File: config.mk
export PLATFORM = sky130hd
export DESIGN_NAME = pc_ctrl
export DESIGN_NICKNAME = d
export VERILOG_FILES = /design/src/rtl/friscv_pkg.sv /design/src/rtl/pc_ctrl_sat_counter.sv /design/src/rtl/pc_ctrl.sv
export SDC_FILE = /design/constraint.sdc
export NUM_CORES = 1
export LEC_CHECK = 0
export CORE_MARGIN = 4
export CORE_UTILIZATION = 29
export CTS_BUF_LIST = sky130_fd_sc_hd__clkbuf_16
export CTS_CLUSTER_SIZE = 28
export DETAILED_ROUTE_END_ITERATION = 8
export GPL_TIMING_DRIVEN = 0
export SLEW_MARGIN = 15
export SYNTH_ARGS = -nofsm -noshare
export SYNTH_HDL_FRONTEND = slang
export SYNTH_SLANG_ARGS = --single-unit
File: constraint.sdc
create_clock -name clk -period 4.9 [get_ports clk]
set_clock_uncertainty 0.1 [all_clocks]
set_input_delay 0.49 -clock clk [delete_from_list [all_inputs] [get_ports clk]]
set_output_delay 0.49 -clock clk [all_outputs]
set_load 0.03 [all_outputs]
File: src/rtl/friscv_pkg.sv
// friscv_pkg: shared FRiscV core constants and types.
//   XLEN, XLEN_BYTES, EXCEPTION_ADDRESS : core-wide constants
//   pc_src_t        : PC mux select encoding
//   pc_ctrl_state_t : redirect controller states
//   exc_cause_t     : exception cause codes reported on cause_out
//   DRAIN_CNT_W     : width of the trap-drain down-counter (DRAIN_CYCLES <= 7)
package friscv_pkg;

  localparam int unsigned XLEN              = 32;
  localparam int unsigned XLEN_BYTES        = XLEN / 8;
  localparam logic [XLEN-1:0] EXCEPTION_ADDRESS = 32'h0000_0080;

  localparam int unsigned DRAIN_CNT_W = 3;

  typedef enum logic [1:0] {
    PC_REL  = 2'b00,
    PC_SEQ  = 2'b01,
    PC_EXC  = 2'b10,
    PC_ZERO = 2'b11
  } pc_src_t;

  typedef enum logic {
    RUN   = 1'b0,
    DRAIN = 1'b1
  } pc_ctrl_state_t;

  typedef enum logic [1:0] {
    CAUSE_NONE     = 2'b00,
    CAUSE_EXT      = 2'b01,
    CAUSE_MISALIGN = 2'b10
  } exc_cause_t;

endpackage

File: src/rtl/pc_ctrl_sat_counter.sv
// sat_counter: WIDTH-bit up-counter that sticks at all-ones.
//   clk, rst_n : clock, asynchronous active-low reset
//   inc        : increment request for this cycle
//   count      : current count
module sat_counter #(
  parameter int unsigned WIDTH = 16
) (
  input  logic             clk,
  input  logic             rst_n,
  input  logic             inc,
  output logic [WIDTH-1:0] count
);

  logic [WIDTH-1:0] count_q, count_d;

  always_comb begin
    count_d = count_q;
    if (inc && (count_q != '1)) begin
      count_d = count_q + 1'b1;
    end
  end

  always_ff @(posedge clk or negedge rst_n) begin
    if (!rst_n) begin
      count_q <= '0;
    end else begin
      count_q <= count_d;
    end
  end

  assign count = count_q;

endmodule

File: src/rtl/pc_ctrl.sv
// pc_ctrl: redirect controller for the pipelined FRiscV program counter.
// Resolves EX branches, exception requests and load-use stalls into a PC
// mux select/offset pair plus per-stage flushes, and runs a short drain
// window after each trap during which new branches/exceptions are ignored.
//   clk, rst_n           : clock, asynchronous active-low reset
//   pc_in, ex_pc_in      : current PC, PC of the instruction in EX
//   br_taken_in          : taken branch/jump resolved in EX
//   br_offset_in         : branch target offset relative to ex_pc_in
//   exc_req_in           : exception request from EX
//   stall_in             : load-use stall
//   pc_src_out           : 00 relative, 01 sequential, 10 exception, 11 zero
//   alt_pc_out           : offset added to the PC when pc_src_out is 00
//   flush_{if,id,ex}_out : pipeline register flushes
//   epc_out, cause_out   : latched exception PC and cause
//   trap_active_out      : high while draining after a trap
//   redirect_cnt_out     : saturating count of redirects
// Configuration: define FRISCV_EXC_EN to enable exceptions (external requests
// and misaligned branch targets). Without it, exc_req_in is ignored and
// misaligned targets are redirected with the low two bits cleared.
module pc_ctrl
  import friscv_pkg::*;
#(
  parameter int unsigned DRAIN_CYCLES = 2,
  parameter int unsigned CNT_WIDTH    = 16
) (
  input  logic                 clk,
  input  logic                 rst_n,
  input  logic [XLEN-1:0]      pc_in,
  input  logic [XLEN-1:0]      ex_pc_in,
  input  logic                 br_taken_in,
  input  logic [XLEN-1:0]      br_offset_in,
  input  logic                 exc_req_in,
  input  logic                 stall_in,
  output logic [1:0]           pc_src_out,
  output logic [XLEN-1:0]      alt_pc_out,
  output logic                 flush_if_out,
  output logic                 flush_id_out,
  output logic                 flush_ex_out,
  output logic [XLEN-1:0]      epc_out,
  output logic [1:0]           cause_out,
  output logic                 trap_active_out,
  output logic [CNT_WIDTH-1:0] redirect_cnt_out
);

`ifdef FRISCV_EXC_EN
  localparam bit ExcEn = 1'b1;
`else
  localparam bit ExcEn = 1'b0;
`endif

  pc_ctrl_state_t         state_q, state_d;
  logic [DRAIN_CNT_W-1:0] drain_cnt_q, drain_cnt_d;
  logic [XLEN-1:0]        epc_q, epc_d;
  exc_cause_t             cause_q, cause_d;

  pc_src_t         pc_src;
  logic [XLEN-1:0] alt_pc;
  logic [XLEN-1:0] target;
  logic [XLEN-1:0] redir_target;
  logic            flush_if, flush_id, flush_ex;
  logic            redirect;
  logic            trap;
  exc_cause_t      trap_cause;

  always_comb begin
    state_d      = state_q;
    drain_cnt_d  = drain_cnt_q;
    epc_d        = epc_q;
    cause_d      = cause_q;
    pc_src       = PC_SEQ;
    alt_pc       = '0;
    flush_if     = 1'b0;
    flush_id     = 1'b0;
    flush_ex     = 1'b0;
    redirect     = 1'b0;
    trap         = 1'b0;
    trap_cause   = CAUSE_NONE;
    target       = ex_pc_in + br_offset_in;
    // Without exceptions a misaligned target cannot trap, so it is aligned.
    redir_target = {target[XLEN-1:2], (ExcEn ? target[1:0] : 2'b00)};

    case (state_q)
      RUN: begin
        if (ExcEn && exc_req_in) begin
          trap       = 1'b1;
          trap_cause = CAUSE_EXT;
        end else if (br_taken_in) begin
          if (ExcEn && (target[1:0] != 2'b00)) begin
            trap       = 1'b1;
            trap_cause = CAUSE_MISALIGN;
          end else begin
            // The PC adder only adds an offset, so express the target as a
            // delta from the current PC. A simultaneous stall is overridden.
            pc_src   = PC_REL;
            alt_pc   = redir_target - pc_in;
            flush_if = 1'b1;
            flush_id = 1'b1;
            redirect = 1'b1;
          end
        end else if (stall_in) begin
          pc_src = PC_REL;
        end

        if (trap) begin
          pc_src      = PC_EXC;
          flush_if    = 1'b1;
          flush_id    = 1'b1;
          flush_ex    = 1'b1;
          redirect    = 1'b1;
          epc_d       = ex_pc_in;
          cause_d     = trap_cause;
          state_d     = DRAIN;
          drain_cnt_d = DRAIN_CNT_W'(DRAIN_CYCLES - 1);
        end
      end

      default: begin
        if (stall_in) begin
          pc_src = PC_REL;
        end
        if (drain_cnt_q == '0) begin
          state_d = RUN;
        end else begin
          drain_cnt_d = drain_cnt_q - 1'b1;
        end
      end
    endcase
  end

  always_ff @(posedge clk or negedge rst_n) begin
    if (!rst_n) begin
      state_q     <= RUN;
      drain_cnt_q <= '0;
      epc_q       <= '0;
      cause_q     <= CAUSE_NONE;
    end else begin
      state_q     <= state_d;
      drain_cnt_q <= drain_cnt_d;
      epc_q       <= epc_d;
      cause_q     <= cause_d;
    end
  end

  sat_counter #(
    .WIDTH(CNT_WIDTH)
  ) u_redirect_cnt (
    .clk  (clk),
    .rst_n(rst_n),
    .inc  (redirect),
    .count(redirect_cnt_out)
  );

  assign pc_src_out      = pc_src;
  assign alt_pc_out      = alt_pc;
  assign flush_if_out    = flush_if;
  assign flush_id_out    = flush_id;
  assign flush_ex_out    = flush_ex;
  assign epc_out         = ExcEn ? epc_q : '0;
  assign cause_out       = ExcEn ? cause_q : CAUSE_NONE;
  assign trap_active_out = (state_q == DRAIN);

endmodule

* After elaboration in Yosys (flattened, before gate mapping)
Index checks and enable logic that the tools add are counted.
W data, S select, Z words.
** Word-level totals
- Word-level logic and storage cells :: 21
- Input bits :: 101
- Bits in registers :: 20
** Operators by class
- Reduce and logical (&&, ||, !) cells :: 3
- Bitwise gates (word level) :: 1
- $add $sub $neg :: 4
- Multiplexer cells :: 9
- Equality and inequality tests :: 1
** Operator list (number)
- $mux W32 :: 2
- $add A32 B32 Y32 :: 1
- $sub A32 B32 Y32 :: 1
- $add A16 B1 Y16 const B :: 1
- $ne A16 B16 Y1 const B :: 1
- $mux W1 :: 6
- $logic_not A3 Y1 :: 1
- $sub A3 B1 Y3 const B :: 1
- $mux W2 :: 1
- $reduce_and A2 Y1 :: 1
- $logic_and A1 B1 Y1 :: 1
- $not A1 Y1 :: 1

* Longest topological paths before layout
Gate-level depths: netlist of the first run.
- Word-level depth :: 4
- Gate-level depth with buffers :: 21
- Mapped depth without buffers :: 20

* By module
A second synthesis of the first run with hierarchy kept.
** Unflattened totals
- Cell total of the unflattened synthesis :: 593
- Area total of the unflattened synthesis :: 4498.1 um2
** By module, submodules not included
- pc_ctrl :: area each 3613.5 um2, cells each 516, times used 1, sequential area each 100.1 um2
- sat_counter :: area each 884.6 um2, cells each 77, times used 1, sequential area each 400.4 um2

* Least setup slack after synthesis of the first run
No wires, ideal clock.
- Path type :: input to output
- Start point :: input ex_pc_in[3]
- End point :: output alt_pc_out[25]
- Arrival :: 4.941 ns
- Setup slack :: -0.631 ns
- Stages on the path :: 21
- Required time :: 4.310 ns
- Path through :: ha_1 > a211oi_1 > o21ai_0 > o22ai_2 > a21boi_1 > o21ai_0 > nand2b_1 > a21oi_1 > o21bai_1 > xor2_1 > ha_1 > clkbuf_1 > a21o_1 > a21o_1 > a2111oi_1 > nor2_1 > o21bai_1 > a31oi_1 > o21a_1 > o21a_1 > nor3_1
** On the way
- Word-level cells in the longest chain between the ends :: 4
** RTL lines
- start: declaration :: line pc_ctrl.sv:29 : input logic [XLEN-1:0] ex_pc_in,
- $add A32 B32 Y32 :: line pc_ctrl.sv:78 : target = ex_pc_in + br_offset_in;
- $sub A32 B32 Y32 :: line pc_ctrl.sv:95 : alt_pc = redir_target - pc_in;
- $mux W32 :: line pc_ctrl.sv:87 : end else if (br_taken_in) begin
- $mux W32 :: line pc_ctrl.sv:82 : case (state_q)
- end: declaration :: line pc_ctrl.sv:35 : output logic [XLEN-1:0] alt_pc_out,
Every way passes these cells.

* Worst setup path after layout of the first run
- Start point :: input br_offset_in[3]
- End point :: output alt_pc_out[25]
** On the way
- Word-level cells in the longest chain between the ends :: 4
** RTL lines
- start: declaration :: line pc_ctrl.sv:31 : input logic [XLEN-1:0] br_offset_in,
- $add A32 B32 Y32 :: line pc_ctrl.sv:78
- $sub A32 B32 Y32 :: line pc_ctrl.sv:95
- $mux W32 :: line pc_ctrl.sv:87
- $mux W32 :: line pc_ctrl.sv:82
Every way passes these cells.

==> results.toml, run 1 <==
[synth]
ys_warn_count = 0
yosys.area_share.xor_xnor = 0.129
synthDominantCellAreaShare = 0.190
synthSimpleGateAreaFrac = 0.186
synth_top_cell_by_area = "ha_1"
synth_fa_ha_area_frac = 0.190
synth_cells = 551
netlist_top_cells_area = "ha_1, dfrtp_1, xnor2_1, buf_4, inv_1"
syn-cell-area_um2 = 4150
ys_seq_area_frac = 0.121
ys.flop_type = "dfrtp_1"
avgSynthCellArea_um2 = 7.53
synth_top_family_by_area = "compound AO/OA/AOI/OAI gates"
synthArstFlopShare = 1.00
ys_ff_latch = 20
yosys.cell_types.count = 57
synth-compound-area-share = 0.244
synth_edf_count = 0
synthMuxAreaShare = 0.00513

[sta]
hold_viol_final = 0
setup_violations = 5
fin_hold_ws_ps = 382
min_period_ps = 5120
max-slew-margin-rel = 0.413
period_share = 1.04
maxClockFrequency_mhz = 195
drv_slew = 0
rsz0062_at_grt = "yes"
timing.final.ws_setup_ps = -216
tns_ps = -568
worst_pin_slew_ps = 877

[final_layout]
fillers = 1290
multi_input_area_um2 = 4070
diodes = 0
fin_util = 0.522
seqCellArea_um2 = 500
syn2layout_area_growth_pct = 75.2
drive_above_1_share = 0.313
layout_commonest_cell = "clkdlybuf4s50_1"
most-common-layout-cells = "clkdlybuf4s50_1, buf_4, inv_1"
layout.nets = 957

[flow_run]
drv_cap = 0

[grt]
grt_antenna_before_repair = 0
grt-ovfl-total = 0
grt_pass1_wl_um = 22200
first_global_vias = 4797
grt_util_all_layers = 0.158
grt_max_degree = 21

[setup_path]
crit_type = "in2out"
required_ps = 4310
worstPathArrival_ps = 4530
critPathMaxFanout = 3
end_kind = "output port"
start_kind = "input port"

[clock_tree]
cts_hold_buf = 0
numCtsBuffers = 3
clock_latency_ps = 250
tritoncts = "built"
cts.clk_slew.worst_paths_ps = 60
cts_num_sinks = 20
clockBufferDepth = 2
cts-root-buf = "clkbuf_16"
htreeDepth = 1

[route]
routedWlPerCell_um = 14.5
viasPerCell = 4.80
firstDrtPassIters = 4
routed-via-count = 4663
drt_iter0_drc = 145
ant_nets = 0
drc = 0
drt-total-wl_um = 14100

[power]
netSwitchingPower_mw = 1.02
seqPwrFrac = 0.104
power_frac_clock = 0.102
p_sw_frac = 0.476
power.density_nw_per_um2 = 294
intPower_mw = 1.12
p_comb_frac = 0.793
peakVddDrop_v = 0.000179
p_leak_nw = 3.40

[die]
io_pins = 189
floorplan.rows = 43
die_h_um = 128
core_area_um2 = 13900
die_area_um2 = 16300
die_w_um = 128
initial_core_util = 0.298

[placement]
place_congestion = 0.871
port_buffers = 151
post-place-ws_ps = -1580
hpwl_um = 10700

[outcome]
violations = "negative setup slack"
status = "finished, violations left"

[hold_path]
hold_path_class = "reg2reg"
[critical path, stage by stage]
cell       delay [ps]
buf_6             100
ha_4              250
a211oi_2          210
o21ai_2            90
o22ai_4           230
a21boi_2           90
o21ai_1           130
nand2b_1          100
a21oi_2           200
o21bai_1          100
xor2_1            220
ha_4              240
a21o_1            180
a21o_1            210
a2111oi_4         410
buf_4             190
nor2_2             40
o21bai_2          200
a31oi_2           120
o21a_1            240
o21a_1            220
nor3_4            120
buf_6             150
[final cells by class]
class	instances	area share
Clock buffer	3	0.0103
Tap cell	180	0.0310
Inverter	55	0.0291
Buffer	41	0.0403
Multi-Input combinational cell	465	0.560
Sequential cell	20	0.0688
Clock inverter	1	0.00413
Timing Repair Buffer	207	0.256
[cell usage after synthesis (7+ instances only)]
library cell  instances
nand3_1              13
a21oi_1              38
a31oi_1               9
nor3_1               13
xor2_1               19
buf_4                37
inv_1                55
o21a_1               11
ha_1                 63
a21o_1               24
nor2_1               52
clkbuf_1              8
o21ai_0              20
nand4_1               7
nand2_1              28
dfrtp_1              20
o21bai_1             10
and3_1               13
xnor2_1              42
[through the flow]
| step | instances | area, um^2 | power [mW] |
|---|---|---|---|
| 5_1_grt | 972 | 7270 | 2.29 |
| 2_1_floorplan | 586 | 4370 | 1.17 |
| 3_3_place_gp | 917 | 6100 | 1.60 |
| 4_1_cts | 955 | 6890 | 1.97 |
| 3_5_place_dp | 917 | 6100 | 1.61 |
| 6_report | 972 | 7270 | 2.14 |
[power groups by stage]
stage / combinational, mW / sequential, mW / clock [mW]
5_1_grt: 1.83 / 0.227 / 0.230
6_report: 1.70 / 0.223 / 0.219
3_5_place_dp: 1.39 / 0.225 / 0
4_1_cts: 1.53 / 0.222 / 0.222
3_3_place_gp: 1.38 / 0.224 / 0
2_1_floorplan: 0.898 / 0.273 / 0
[metal layers]
metal,wire [um],global-route usage,vias up
met5,0,0,-
met4,158,0.0231,0
li1,-,-,2360
met2,7210,0.292,124
met3,887,0.0288,12
met1,5830,0.195,2167
[logic make-up after synthesis]
| kind of cell | after synthesis |
|---|---|
| xor gates and xnor gates | 61 |
| buffers and inverters | 101 |
| other | 1 |
| DFF | 20 |
| AOI/OAI and AO/OA | 147 |
| adders and majority gates | 63 |
| and+or+nand+nor | 156 |
| muxes | 2 |
[state kept, by name, summed over array words and instances (netlist names)]
register	cells
trap_active_out	1
u_redirect_cnt.count	16
drain_cnt_q	3
[path summary, 6_finish.rpt]
| path | from | to | slack [ps] | cells after the start |
|---|---|---|---|---|
| min | drain_cnt_q[0] | drain_cnt_q[0] | 380 | 1 |
| max in group asynchronous | rst_n | u_redirect_cnt.count[10] | 3520 | 1 |
| max | br_offset_in[3] | alt_pc_out[25] | -220 | 23 |
| min in group asynchronous | rst_n | u_redirect_cnt.count[5] | 640 | 1 |
| max reg2reg | u_redirect_cnt.count[8] | u_redirect_cnt.count[11] | 2350 | 8 |
| min reg2reg | drain_cnt_q[0] | drain_cnt_q[0] | 380 | 1 |
[what timing repair did]
action	CTS	global route
cloned	0	0
gates resized for setup	276	85
pin swaps	63	59
hold endpoints to repair	0	0
setup endpoints to repair	23	22
setup buffers	41	18
(Power assumes the default switching activity.)
==> run 2: changes to the inputs <==
--- a/config.mk
+++ b/config.mk
@@ -5,12 +5,16 @@
 export SDC_FILE = /design/constraint.sdc
 export NUM_CORES = 1
 export LEC_CHECK = 0
+export CELL_PAD_IN_SITES_DETAIL_PLACEMENT = 0
+export CELL_PAD_IN_SITES_GLOBAL_PLACEMENT = 1
 export CORE_MARGIN = 4
 export CORE_UTILIZATION = 29
 export CTS_BUF_LIST = sky130_fd_sc_hd__clkbuf_16
 export CTS_CLUSTER_SIZE = 28
 export DETAILED_ROUTE_END_ITERATION = 8
+export DONT_BUFFER_PORTS = 1
 export GPL_TIMING_DRIVEN = 0
+export PLACE_DENSITY_LB_ADDON = 0.1
 export SLEW_MARGIN = 15
 export SYNTH_ARGS = -nofsm -noshare
 export SYNTH_HDL_FRONTEND = slang
==> run 2 against run 1 <==
The flow still finishes with violations (negative setup slack); maximum frequency is 2.4% higher; largest cell class unchanged; highest routed layer unchanged; critical path depth decreased by 5; utilization is 13 points lower.
==> results.toml, run 2 (synthesis results as in run 1) <==
[outcome]
status = "finished, violations left"
violations = "negative setup slack"

[die]
floorplan.rows = 43
die_h_um = 128
die_w_um = 128
die_area_um2 = 16300
io_pins = 189
core_area_um2 = 13900
initial_core_util = 0.298

[placement]
dp_cells = 766
hpwl_um = 10000
place_congestion = 0.804
port_buffers = 0
placed_cell_area_um2 = 4590

[clock_tree]
htreeDepth = 1
clock_latency_ps = 250
cts_num_sinks = 20
clockBufferDepth = 2
cts-root-buf = "clkbuf_16"
tritoncts = "built"
numCtsBuffers = 3
cts.clk_slew.worst_paths_ps = 50

[setup_path]
critPathMaxFanout = 4
worstPathArrival_ps = 4410
end_kind = "output port"
required_ps = 4310
crit_type = "in2out"
r2r_cells = 8
start_kind = "input port"

[route]
routedWlPerCell_um = 15.3
firstDrtPassIters = 4
ant_nets = 0
routed-via-count = 3888
drt_iter0_drc = 151
viasPerCell = 4.87
drt-total-wl_um = 12200
drc = 0

[sta]
hold_viol_final = 0
rsz0062_at_grt = "yes"
timing.final.ws_setup_ps = -98.0
period_share = 1.02
worst_pin_slew_ps = 1010
setup_violations = 3
min_period_ps = 5000
maxClockFrequency_mhz = 200
fin_hold_ws_ps = 375
tns_ps = -211
max-slew-margin-rel = 0.322
drv_slew = 0

[grt]
grt-ovfl-total = 0
grt_pass1_wl_um = 18500
grt_util_all_layers = 0.135
grt_antenna_before_repair = 0
first_global_vias = 3740
grt_max_degree = 21

[final_layout]
syn2layout_area_growth_pct = 32.4
final_cells = 798
diodes = 0
most-common-layout-cells = "buf_4, inv_1, nor2_1"
largest_reg_flops = 16
drive_above_1_share = 0.262
layout.nets = 783
fin_area_um2 = 5500
layout_commonest_cell = "buf_4"

[power]
peakVddDrop_v = 0.000279
power.density_nw_per_um2 = 319
power_mw = 1.75
p_leak_nw = 2.57

[hold_path]
whs_path_depth = 1
hold_path_class = "reg2reg"

[flow_run]
drv_cap = 0
## run 2: worst max-delay path: stages
cell and delay [ps]:
ha_4 230, a21o_1 180, a21o_4 230, o41ai_4 440, a211oi_4 100, a21oi_4 210, o21bai_1 110, a21o_1 220
xor2_1 150, ha_1 390, buf_6 130, nand4_1 140, o41ai_4 440, nor3_4 90, a31oi_2 200, xnor2_1 100
or2_1 260, mux2i_4 290
## run 2: layer usage
metal	up-vias	GRT usage	part of all wire
li1	1997	-	-
met1	1768	0.175	0.43
met2	121	0.242	0.49
met3	2	0.0276	0.075
met4	0	0.00936	0.00082
met5	-	0	0
## run 2: cell type report
class,instances,area [um^2]
clock inverter,1,3.75
buffer,41,293
sequential,20,500
multi-input combinational,465,3920
fill,1480,8440
tap,180,225
inverter,55,206
clock buffer,3,75.1
timing repair buffer,33,270
## run 2: path summary, 6_finish.rpt
check,to,slack [ps],start
max in group asynchronous,drain_cnt_q[2],3440,rst_n
max,alt_pc_out[31],-100,ex_pc_in[14]
min reg2reg,drain_cnt_q[0],370,drain_cnt_q[0]
max reg2reg,u_redirect_cnt.count[11],2220,u_redirect_cnt.count[7]
min,drain_cnt_q[0],370,drain_cnt_q[0]
min in group asynchronous,u_redirect_cnt.count[9],720,rst_n
## run 2: repair_timing
| action | in CTS | in global routing |
|---|---|---|
| setup buffers | 19 | 14 |
| endpoints found under the hold margin | 20 | 0 |
| hold buffers | 1 | 0 |
| resized for setup | 50 | 52 |
| pin swaps | 43 | 47 |
| setup endpoints to repair | 16 | 16 |
## run 2: where the power goes
group / total [mW] / switching (mW) / internal (mW)
Sequential: 0.280 / 0.0891 / 0.191
Combinational: 1.31 / 0.787 / 0.524
Clock: 0.163 / 0.0544 / 0.108
Total: 1.75 / 0.930 / 0.824
## run 2: through the flow
| stage | setup WS, ps | util |
|---|---|---|
| after floorplan | 11.2 | - |
| after global placement | -735 | 0.330 |
| after detailed placement | -738 | 0.330 |
| after CTS | -187 | 0.365 |
| after global routing | -294 | 0.394 |
| final | -98.0 | 0.394 |
